### config.mk
export PLATFORM = sky130hd
export DESIGN_NAME = latch_bank_writer
export DESIGN_NICKNAME = d
export VERILOG_FILES = /design/src/rtl/latch_bank_pkg.sv /design/src/rtl/lbw_pulse_timer.sv /design/src/rtl/latch_bank_writer.sv
export SDC_FILE = /design/constraint.sdc
export NUM_CORES = 1
export LEC_CHECK = 0
export BUFFER_PORTS_ARGS = -buffer_cell sky130_fd_sc_hd__buf_4
export CORE_ASPECT_RATIO = 1.25
export CORE_MARGIN = 2
export CORE_UTILIZATION = 55
export CTS_BUF_LIST = sky130_fd_sc_hd__clkbuf_4 sky130_fd_sc_hd__clkbuf_8
export CTS_CLUSTER_SIZE = 12
export DETAILED_ROUTE_END_ITERATION = 16
export GPL_TIMING_DRIVEN = 0
export HOLD_SLACK_MARGIN = 0.12
export PLACE_DENSITY = 0.9
export REMOVE_ABC_BUFFERS = 1
export SYNTH_ARGS = -nofsm -noshare
export SYNTH_HDL_FRONTEND = slang
export SYNTH_SLANG_ARGS = --single-unit
### constraint.sdc
create_clock -name CLK -period 2.85 [get_ports CLK]
set_input_delay 0.285 -clock CLK [delete_from_list [all_inputs] [get_ports CLK]]
set_output_delay 0.285 -clock CLK [all_outputs]
set_load 0.02 [all_outputs]
### src/rtl/latch_bank_pkg.sv
// latch_bank_pkg
// Shared types, constants and helpers for the latch bank write sequencer.
//   lbw_state_t  : sequencer state (IDLE, SETUP, PULSE, HOLD), 2-bit encoding
//   PULSE_CNT_W  : width of the enable-pulse down-counter
//   MAX_ROWS     : widest row-enable vector that onehot() can build
//   PAR_BITS     : 1 when the parity column is built (macro LBW_PARITY_EN), else 0
//   onehot()     : row-enable vector for an address, all-zero when out of range
//   in_range()   : true when an address selects an existing row
package latch_bank_pkg;

  typedef enum logic [1:0] {
    IDLE  = 2'd0,
    SETUP = 2'd1,
    PULSE = 2'd2,
    HOLD  = 2'd3
  } lbw_state_t;

  localparam int PULSE_CNT_W = 4;
  localparam int MAX_ROWS    = 64;

`ifdef LBW_PARITY_EN
  localparam int PAR_BITS = 1;
`else
  localparam int PAR_BITS = 0;
`endif

  function automatic logic in_range(input int addr, input int rows);
    return (addr >= 0) && (addr < rows);
  endfunction

  // A shift is used instead of an indexed write so out-of-range indices can
  // never address past the vector; callers truncate to their own row count.
  function automatic logic [MAX_ROWS-1:0] onehot(input int addr, input int rows);
    logic [MAX_ROWS-1:0] vec;
    vec = '0;
    if (in_range(addr, rows)) begin
      vec = MAX_ROWS'(1) << addr;
    end
    return vec;
  endfunction

endpackage

### src/rtl/lbw_pulse_timer.sv
// lbw_pulse_timer
// Loadable down-counter that times the latch enable pulse.
//   CLK      in  rising-edge clock
//   RN       in  async active-low reset
//   load     in  load load_val into the counter
//   dec      in  count down by one (ignored while load is high or count is 0)
//   load_val in  pulse length in cycles (1..15)
//   expire   out high during the last cycle of the pulse (count == 1)
module lbw_pulse_timer
  import latch_bank_pkg::*;
(
  input  logic                   CLK,
  input  logic                   RN,
  input  logic                   load,
  input  logic                   dec,
  input  logic [PULSE_CNT_W-1:0] load_val,
  output logic                   expire
);

  logic [PULSE_CNT_W-1:0] count;

  // Load wins over decrement; the counter parks at zero between pulses.
  always_ff @(posedge CLK or negedge RN) begin
    if (!RN) begin
      count <= '0;
    end else if (load) begin
      count <= load_val;
    end else if (dec && (count != '0)) begin
      count <= count - PULSE_CNT_W'(1);
    end
  end

  // Expiring on count==1 lets the owner leave PULSE on the same edge the
  // final enable cycle ends, giving exactly load_val cycles of enable.
  assign expire = (count == PULSE_CNT_W'(1));

endmodule

### src/rtl/latch_bank_writer.sv
// latch_bank_writer
// Write sequencer feeding a bank of D-latches. Each accepted {addr,data}
// word is driven onto the shared D bus, followed by one setup cycle, a
// PULSE_CYC-cycle one-hot enable pulse and one hold cycle. Enables come
// straight from flops so they are glitch-free on latch clock pins.
// Optional build macro: LBW_PARITY_EN adds an even-parity column lat_d[WIDTH].
//   CLK      in  rising-edge clock
//   RN       in  async active-low reset
//   in_valid in  write request valid
//   in_ready out request accepted this edge (high only in IDLE)
//   in_addr  in  target row
//   in_data  in  row data
//   lat_d    out shared latch D bus (WIDTH, or WIDTH+1 with parity)
//   lat_en   out one-hot active-high latch enables
//   busy     out write in progress
//   done     out one-cycle pulse as the write completes
//   addr_err out sticky: a request addressed a non-existent row
module latch_bank_writer
  import latch_bank_pkg::*;
#(
  parameter  int WIDTH     = 8,
  parameter  int ROWS      = 4,
  parameter  int PULSE_CYC = 1,
  localparam int AW        = (ROWS > 1) ? $clog2(ROWS) : 1,
  localparam int DW        = WIDTH + PAR_BITS
) (
  input  logic             CLK,
  input  logic             RN,
  input  logic             in_valid,
  output logic             in_ready,
  input  logic [AW-1:0]    in_addr,
  input  logic [WIDTH-1:0] in_data,
  output logic [DW-1:0]    lat_d,
  output logic [ROWS-1:0]  lat_en,
  output logic             busy,
  output logic             done,
  output logic             addr_err
);

  lbw_state_t    state;
  logic [AW-1:0] addr_q;
  logic [DW-1:0] next_d;
  logic          pulse_expire;

`ifdef LBW_PARITY_EN
  assign next_d = {^in_data, in_data};
`else
  assign next_d = in_data;
`endif

  assign in_ready = (state == IDLE);
  assign busy     = (state != IDLE);

  lbw_pulse_timer u_timer (
    .CLK      (CLK),
    .RN       (RN),
    .load     (state == SETUP),
    .dec      (state == PULSE),
    .load_val (PULSE_CNT_W'(PULSE_CYC)),
    .expire   (pulse_expire)
  );

  // Sequencer. lat_d is only written in IDLE, so it cannot move while an
  // enable is open or during the setup/hold margins. An out-of-range row
  // still walks the whole sequence so done timing stays uniform; onehot()
  // just yields no enable.
  always_ff @(posedge CLK or negedge RN) begin
    if (!RN) begin
      state    <= IDLE;
      addr_q   <= '0;
      lat_d    <= '0;
      lat_en   <= '0;
      done     <= 1'b0;
      addr_err <= 1'b0;
    end else begin
      done <= 1'b0;
      case (state)
        IDLE: begin
          if (in_valid) begin
            addr_q <= in_addr;
            lat_d  <= next_d;
            state  <= SETUP;
            if (!in_range(int'(in_addr), ROWS)) begin
              addr_err <= 1'b1;
            end
          end
        end
        SETUP: begin
          lat_en <= ROWS'(onehot(int'(addr_q), ROWS));
          state  <= PULSE;
        end
        PULSE: begin
          if (pulse_expire) begin
            lat_en <= '0;
            state  <= HOLD;
          end
        end
        HOLD: begin
          state <= IDLE;
          done  <= 1'b1;
        end
        default: state <= IDLE;
      endcase
    end
  end

endmodule

-- After elaboration in Yosys (flattened, before gate mapping)
Cells that the tools add are included.
- $add $sub $neg: 1
- shift operators: 1
- reductions and logical operators: 9
- equality and inequality tests: 6
- mux-type cells: 8
- operators by type and width (operator ; count):
    $mux W4 ; 3
    $pmux W2 S4 ; 1
    $pmux W4 S2 ; 1
    $reduce_and A2 Y1 ; 3
    $reduce_bool A2 Y1 ; 3
    $eq A2 B2 Y1 const B ; 2
    $eq A4 B1 Y1 const B ; 1
    $mux W2 ; 2
    $ne A2 B2 Y1 const B ; 2
    $reduce_bool A4 Y1 ; 1
    $shl A1 B2 Y4 const A ; 1
    $sub A4 B1 Y4 const B ; 1
    $eq A2 B1 Y1 const B ; 1
    $logic_not A2 Y1 ; 1
    $logic_and A1 B1 Y1 ; 1
    $mux W1 ; 1
- output and inout bits: 16
- register bits after elaboration: 21
- bits of input ports: 13
- logic and storage cells: 31

-- Logic depth before layout (Yosys ltp)
Gate-level depths: netlist of run 1.
- depth in word-level cells: 4
- gate-level depth with buffers: 6
- mapped depth without buffers: 5

-- By module
Synthesis of run 1 repeated with hierarchy kept, for this count alone.
- cell total of the unflattened synthesis: 87
- area total of the unflattened synthesis: 1056.0 µm²
- by module, submodules not included (module ; area each (µm²) ; cells each ; instances):
    latch_bank_writer ; 773.2 ; 58 ; 1
    lbw_pulse_timer ; 282.8 ; 29 ; 1

-- Least setup slack after synthesis of run 1
Ideal clock, no wire load.
- kind: register to register
- start: register u_timer.count[1]
- end: register state[1]
- library setup time: 0.125 ns
- arrival time: 1.559 ns
- path slack: 1.166 ns
- cell stages (with the launch flop): 6
- cell sequence: dfrtp_1 inv_1 ha_1 or3b_2 a2bb2oi_1 mux2_2
- word-level cells in the longest chain between the ends: 3
- ends and longest elaborated chain (item ; line ; text):
    start: declaration ; lbw_pulse_timer.sv:20 ; logic [PULSE_CNT_W-1:0] count;
    start signal: assignment ; lbw_pulse_timer.sv:27 ; count <= load_val;
    start signal: assignment ; lbw_pulse_timer.sv:29 ; count <= count - PULSE_CNT_W'(1);
    $eq A4 B1 Y1 ; lbw_pulse_timer.sv:35 ; assign expire = (count == PULSE_CNT_W'(1));
    $ne A2 B2 Y1 (no source line) ; - ;
    $reduce_and A2 Y1 (no source line) ; - ;
    end signal: assignment ; latch_bank_writer.sv:69 ; state <= IDLE;
    end signal: assignment ; latch_bank_writer.sv:82 ; state <= SETUP;
    end signal: assignment ; latch_bank_writer.sv:90 ; state <= PULSE;
    end: declaration ; latch_bank_writer.sv:40 ; lbw_state_t state;
No other way between the ends.
A chain may end at the register's enable or synchronous reset.

-- Final worst setup path of run 1
- start: register state[0]
- end: register u_timer.count[3]
- word-level cells in the longest chain between the ends: 3
- ends and longest elaborated chain (item ; line ; text):
    $eq A2 B2 Y1 ; latch_bank_writer.sv:58 ; .dec (state == PULSE),
    $logic_and A1 B1 Y1 ; lbw_pulse_timer.sv:28 ; end else if (dec && (count != '0)) begin
    $reduce_bool A2 Y1 (no source line) ; - ;
Parallel ways exist; a longest one is shown, timed or not.

==> results.txt, run 1 <==
----------------------------------------------------
[Route]
  Average via count per standard cell ... 5.44
  DRC Markers ... 0
  Detailed router's first-iteration violation count ... 2
  DRT Wirelength ... 1740 um
  Total via count in the routed design ... 702
  Average routed wire per standard cell ... 13.5 um
  Router iterations before antenna repair ... 2
  Final antenna-violating net count ... 0

[Floorplanning]
  # rows ... 17
  IO Pins ... 29
  Core area ... 0.00174 mm2
  Height of the die ... 51.9 um
  Die outline area ... 0.00220 mm2
  Die span in x ... 42.3 um
  Initial cell density of the core ... 57.9%

[Critical path]
  Arrival time at the worst endpoint ... 2.09 ns
  Critical Path RT ... 3.09 ns
  CP endpoint kind ... flip-flop
  Start-to-end type of the worst setup path ... flip-flop to flip-flop
  Maximum fanout count along the critical path ... 10
  Cells along the critical path ... inv_1 -> ha_1 -> or4b_1 -> a211o_1 -> a21oi_2
  Startpoint types ... flip-flop
  Family with the most delay on the worst path ... simple AND/OR/NAND/NOR gates
  Slowest stage cell on the critical path ... or4b_1
  Worst path buffer plus inverter count ... 1
  Largest stage delay on the critical path ... 0.50 ns

[CTS]
  TritonCTS Buffers ... 3
  Sink count of the clock tree ... 21
  CTS Hold Buffers Added ... 1
  Clock Tree Root ... clkbuf_4
  TritonCTS clock tree ... done
  Buffers inserted during post-CTS setup optimization ... 0
  Buffer depth of the longest clock path ... 2
  H-tree levels ... 1
  Quantity of gates resized following cts ... 0
  Clock-pin transition on the worst setup and hold timing paths ... 0.12 ns
  Clock latency at the later pin of the worst-skew pair ... 0.30 ns

[Synthesis]
  Leading area contributor after synthesis ... dfrtp_1
  Async set-or-reset flop fraction in the synthesized netlist ... 100%
  Number of flops mapped to enable cells by yosys ... 0
  Synth top area share ... 52.0%
  Number of flip-flops and latches in the synthesized netlist ... 21
  Warnings, synthesis ... 1
  Proportion of synthesized chip area in sequential cells ... 52.0%
  Post-Syn Instances ... 81
  Leading post-synthesis cells by cell area ... dfrtp_1 (52%), mux2_2 (13%), ha_1 (8.7%)
  Post-synth top flop ... dfrtp_1
  Avg Synthesized Cell Area ... 12.5 um2
  Mapped cell area ... 0.00101 mm2
  Distinct cell type count of the synthesized netlist ... 26

[GRT]
  Number of global-route vias before repair ... 749
  Maximum number of pins on one net before global-route repair ... 22
  Wire length of the first global-routing pass ... 3100 um
  Total routing usage reported by global routing ... 18.3%
  Antenna violations before repair ... 0
  Remaining global-route overflow ... 0

[STA]
  Max-slew violation count ... 0
  Share of the clock period used by the worst path ... 65.0%
  Largest clock skew in the final design ... 0.00179 ns
  Sum Neg Setup Slack ... 0 ns
  Unrepaired setup endpoints after global routing ... no
  Time the worst path needs with I/O delays and setup ... 1.85 ns
  Final number of setup-violating endpoints ... 0
  Hold violation total from the final report ... 0
  Actual transition at the worst max-transition pin ... 0.520 ns
  Fmax ... 0.539 GHz
  Slew margin rel. ... 65.0%

[Finish]
  Syn-to-layout area delta ... 23.9%
  Combined area of the multi-input logic cells ... 435 um2
  Ratio of cells with drive above 1 in the final layout ... 41.8%
  Number of fill cells ... 123
  Diodes inserted ... 0
  FF+latch area ... 526 um2
  Final layout net count ... 131

[Power and ir drop]
  Pwr Total ... 1.38 mW
  Standby leakage power ... 0.626 nW
  PD cells ... 1100 mW/mm2
  Maximum vdd ir drop ... 0.689 mV

[Placed design]
  Count of buffers from port buffering ... 27
  Gp weighted congestion ... 0.753
  HPWL Detailed ... 1360 um

[Flow run]
  Number of max-cap violations ... 0

[Hold path]
  Kind of path behind the tightest hold check ... input pin to flip-flop

[Status]
  Run status ... complete, no violations

----------------------------------------------------
## metal layers
layer	global-route usage [%]	vias up	part of all wire, %
met3	2.78	5	5.8
met4	6.25	0	1.5
met5	0	-	0
li1	-	337	-
met1	21.7	337	40
met2	33.3	23	53
## through the flow
stage	util, %	area (um2)	setup WS, ns	hold slack (ns)	std cells
6_report	71.7	1250	0.996	0.206	129
5_1_grt	71.7	1250	0.877	0.192	129
4_1_cts	71.7	1250	0.990	0.203	129
3_5_place_dp	69.6	1210	1.01	0.182	124
3_3_place_gp	69.6	1210	1.06	0.176	124
2_1_floorplan	-	987	1.16	-0.0106	78
## power breakdown
part	switching [mW]	total, mW	internal, mW
sequential	0.0929	0.521	0.428
clock	0.0907	0.143	0.0523
combinational	0.367	0.716	0.349
## logic make-up (layout without fill, tap and decap cells)
group           count (synthesis)  in the layout  synth area share (%)
compound gates                 15             15                  11.4
fa+ha+maj                       7              7                  8.67
buf+inv                        10             39                  4.83
flops                          21             21                  52.0
mux                            13             13                  14.4
other cells                     1              1                 0.371
simple gates                   14             14                  8.30
## registers in the layout, indices dropped and copies added (netlist names)
name,cells
lat_en,4
addr_q,2
done,1
u_timer.count,4
lat_d,8
state,2
## cell usage in the layout (no fill, tap or decap), drive strengths merged
cell / n
buf: 27
dfrtp: 21
mux2: 12
inv: 7
ha: 7
nor2: 5
a21oi: 5
o2bb2ai: 4
clkbuf: 3
nand2: 2
and3b: 2
a21boi: 1
a211oi: 1
a41o: 1
mux2i: 1
or3b: 1
and2: 1
nor3b: 1
and3: 1
a2bb2oi: 1
or4b: 1
a211o: 1
o22a: 1
conb: 1
clkinv: 1
dlygate4sd3: 1
## final timing paths
check | slack [ns] | start | to | depth (start not counted)
hold reg to reg | 0.52 | lat_d[2]$_DFFE_PN0P_ | lat_d[2]$_DFFE_PN0P_ | 1
hold / removal | 0.21 | in_addr[0] | addr_q[0]$_DFFE_PN0P_ | 2
max in group asynchronous | 2.26 | RN | lat_d[2]$_DFFE_PN0P_ | 2
setup / recovery | 1.0 | state[0]$_DFFE_PN0P_ | u_timer.count[3]$_DFFE_PN0P_ | 5
min in group asynchronous | 0.39 | RN | u_timer.count[2]$_DFFE_PN0P_ | 2
setup reg to reg | 1.0 | state[0]$_DFFE_PN0P_ | u_timer.count[3]$_DFFE_PN0P_ | 5
## cell type report
class                   instances  share of cell area [%]
well taps                      19                    1.90
clock inverters                 1                   0.400
repair buffers                 28                    17.0
flip-flops and latches         21                    42.0
multi-input cells              50                    34.8
inverters                       7                    2.10
clock buffers                   3                    1.80
## worst register-to-register path: stages (launching register included)
cell and delay [ns]:
dfrtp_1 0.43, inv_1 0.09, ha_1 0.34, or4b_1 0.50, a211o_1 0.30, a21oi_2 0.13
## cell usage after synthesis (2+ instances only)
library cell  instances
nand2_1               2
a21oi_1               4
mux2_2               12
ha_1                  7
and3b_1               2
dfrtp_1              21
o2bb2ai_1             4
nor2_1                5
inv_1                 7
Power figures use the tool's default switching activity.
==> run 2, diff against run 1 <==
CORE_UTILIZATION = 52   (was 55)
PLACE_DENSITY = 0.86   (was 0.9)
clock period = 1.9 ns   (was 2.85 ns; I/O delays follow)
==> run 2 against run 1 <==
Effect of this change:
- clock skew down 0.00068 ns
- largest cell class unchanged
- worst setup slack worse by 0.87 ns
- maximum frequency up 4.2%
- largest power group unchanged
==> results.txt, run 2 (synthesized netlist as in run 1, its figures left out) <==
----------------------------------------------------
[Status]
  Run status ... complete, no violations

[STA]
  Unrepaired setup endpoints after global routing ... no
  Time the worst path needs with I/O delays and setup ... 1.78 ns
  Sum Neg Setup Slack ... 0 ns
  Hold violation total from the final report ... 0
  Largest clock skew in the final design ... 0.00111 ns
  Crit path setup slack, layout ... 0.121 ns
  Final number of setup-violating endpoints ... 0
  Share of the clock period used by the worst path ... 93.6%
  Fmax ... 0.562 GHz
  Max-slew violation count ... 0

[Critical path]
  Worst flop-to-flop path endpoint ... state[1]$_DFFE_PN0P_
  Critical path depth in cells ... 5
  Cells along the critical path ... inv_1 -> ha_1 -> or3b_2 -> a2bb2oi_2 -> mux2_2
  Setup slack on the worst flop-to-flop path ... 0.12 ns
  Slowest stage cell on the critical path ... or3b_2
  Critical Path RT ... 2.12 ns
  Worst path buffer plus inverter count ... 1
  Worst R2R Path Depth ... 5
  CP endpoint kind ... flip-flop
  Startpoint types ... flip-flop
  Source of the worst register-to-register timing path ... u_timer.count[1]$_DFFE_PN0P_
  Largest stage delay on the critical path ... 0.48 ns
  Start-to-end type of the worst setup path ... flip-flop to flip-flop
  Family with the most delay on the worst path ... simple AND/OR/NAND/NOR gates
  Maximum fanout count along the critical path ... 4
  Arrival time at the worst endpoint ... 2.00 ns

[Flow run]
  Number of max-cap violations ... 0

[Placed design]
  Setup WS pre-CTS ... 0.0194 ns
  HPWL Detailed ... 1420 um
  Count of buffers from port buffering ... 27
  Gp weighted congestion ... 0.747

[CTS]
  Clock-pin transition on the worst setup and hold timing paths ... 0.12 ns
  Sink count of the clock tree ... 21
  TritonCTS Buffers ... 3
  Clock latency at the later pin of the worst-skew pair ... 0.32 ns
  H-tree levels ... 1
  Buffer depth of the longest clock path ... 2
  TritonCTS clock tree ... done
  Clock Tree Root ... clkbuf_4

[Finish]
  Syn-to-layout area delta ... 35.7%
  Final layout net count ... 141
  Most used cells in the layout excluding fill and tap cells ... buf_4 (27), dfrtp_1 (21), mux2_2 (12), dlygate4sd3_1 (11), inv_1 (7)
  Register with the most flip-flops ... lat_d
  Largest registers ... lat_d x8, lat_en x4, u_timer.count x4
  Most common cell after layout, fill and taps aside ... buf_4
  Number of fill cells ... 94
  Diodes inserted ... 0
  Ratio of cells with drive above 1 in the final layout ... 40.0%
  Largest register FFs ... 8

[Route]
  Average routed wire per standard cell ... 15.4 um
  Average via count per standard cell ... 5.55
  Final antenna-violating net count ... 0
  DRT Wirelength ... 2140 um
  DRC Markers ... 0
  Router iterations before antenna repair ... 4
  Detailed router's first-iteration violation count ... 3
  Total via count in the routed design ... 771

[Power and ir drop]
  Maximum vdd ir drop ... 1.21 mV
  PD cells ... 1600 mW/mm2
  Standby leakage power ... 0.669 nW

[GRT]
  Remaining global-route overflow ... 0
  Maximum number of pins on one net before global-route repair ... 22
  Total routing usage reported by global routing ... 21.7%
  Number of global-route vias before repair ... 840
  Wire length of the first global-routing pass ... 3650 um
  Antenna violations before repair ... 0

[Floorplanning]
  Initial cell density of the core ... 55.8%
  # rows ... 17
  Height of the die ... 53.3 um
  Die span in x ... 43.4 um
  Core area ... 0.00181 mm2
  Die outline area ... 0.00231 mm2
  IO Pins ... 29

[Hold path]
  Kind of path behind the tightest hold check ... input pin to asynchronous set/reset pin

----------------------------------------------------
## run 2: cell types whose count changed in the layout (fill, tap and decap cells not counted), sizes merged
cell | before | now
dlygate4sd3 | 1 | 11
## run 2: timing repair
action,4_1_cts,5_1_grt
endpoints found under the setup margin,1,2
hold endpoints to repair,31,0
hold buffers,11,0
gates resized for setup,1,3
pin swaps,0,0
setup buffers,0,0
## run 2: layout make-up
class / instances / area, um2 / share of cell area [%]
inverters: 7 / 26.3 / 1.92
flip-flops and latches: 21 / 526 / 38.4
well taps: 19 / 23.8 / 1.74
clock inverters: 1 / 5.00 / 0.365
repair buffers: 38 / 313 / 22.8
multi-input cells: 50 / 454 / 33.2
clock buffers: 3 / 22.5 / 1.64
## run 2: worst reg2reg max path, delay by kind of cell, from the launching register on
| family | cells | cell delay [ns] |
|---|---|---|
| DFF | 1 | 0.40 |
| adders and majority gates | 1 | 0.15 |
| muxes | 1 | 0.34 |
| buffers and inverters | 1 | 0.12 |
| AOI/OAI and AO/OA | 1 | 0.19 |
| and+or+nand+nor | 1 | 0.48 |
## run 2: where the power goes
part	switching (mW)	internal (mW)
combinational	0.603	0.567
clock	0.148	0.0790
sequential	0.150	0.642
## run 2: metrics by stage
stage               hold slack, ns  power (mW)  instance area, um2  std cells  utilization [%]
CTS                          0.281        2.12                1350        139             74.7
global route                 0.298        2.33                1370        139             75.8
floorplan                   -0.106        1.49                 987         78                -
global placement            0.0848        1.81                1210        124             67.1
finish                       0.273        2.19                1370        139             75.8
detailed placement          0.0863        1.88                1210        124             67.1
## run 2: worst max-delay path by stage
| stage | start | slack, ns | end |
|---|---|---|---|
| after floorplan | state[0]$_DFFE_PN0P_ | 0.21 | u_timer.count[3]$_DFFE_PN0P_ |
| after global placement | state[0]$_DFFE_PN0P_ | 0.12 | u_timer.count[1]$_DFFE_PN0P_ |
| after detailed placement | state[0]$_DFFE_PN0P_ | 0.02 | u_timer.count[1]$_DFFE_PN0P_ |
| after CTS | state[0]$_DFFE_PN0P_ | 0.05 | u_timer.count[3]$_DFFE_PN0P_ |
| after global routing | state[0]$_DFFE_PN0P_ | 0.04 | u_timer.count[3]$_DFFE_PN0P_ |
| final | u_timer.count[1]$_DFFE_PN0P_ | 0.12 | state[1]$_DFFE_PN0P_ |
## run 2: metal layers
metal  global-route usage [%]  vias to the layer above  wire length, um
met1                     24.4                      385              926
met2                     38.1                       24             1070
li1                         -                      357                -
met5                        0                        -                0
met3                     3.75                        5               98
met4                     12.6                        0               45
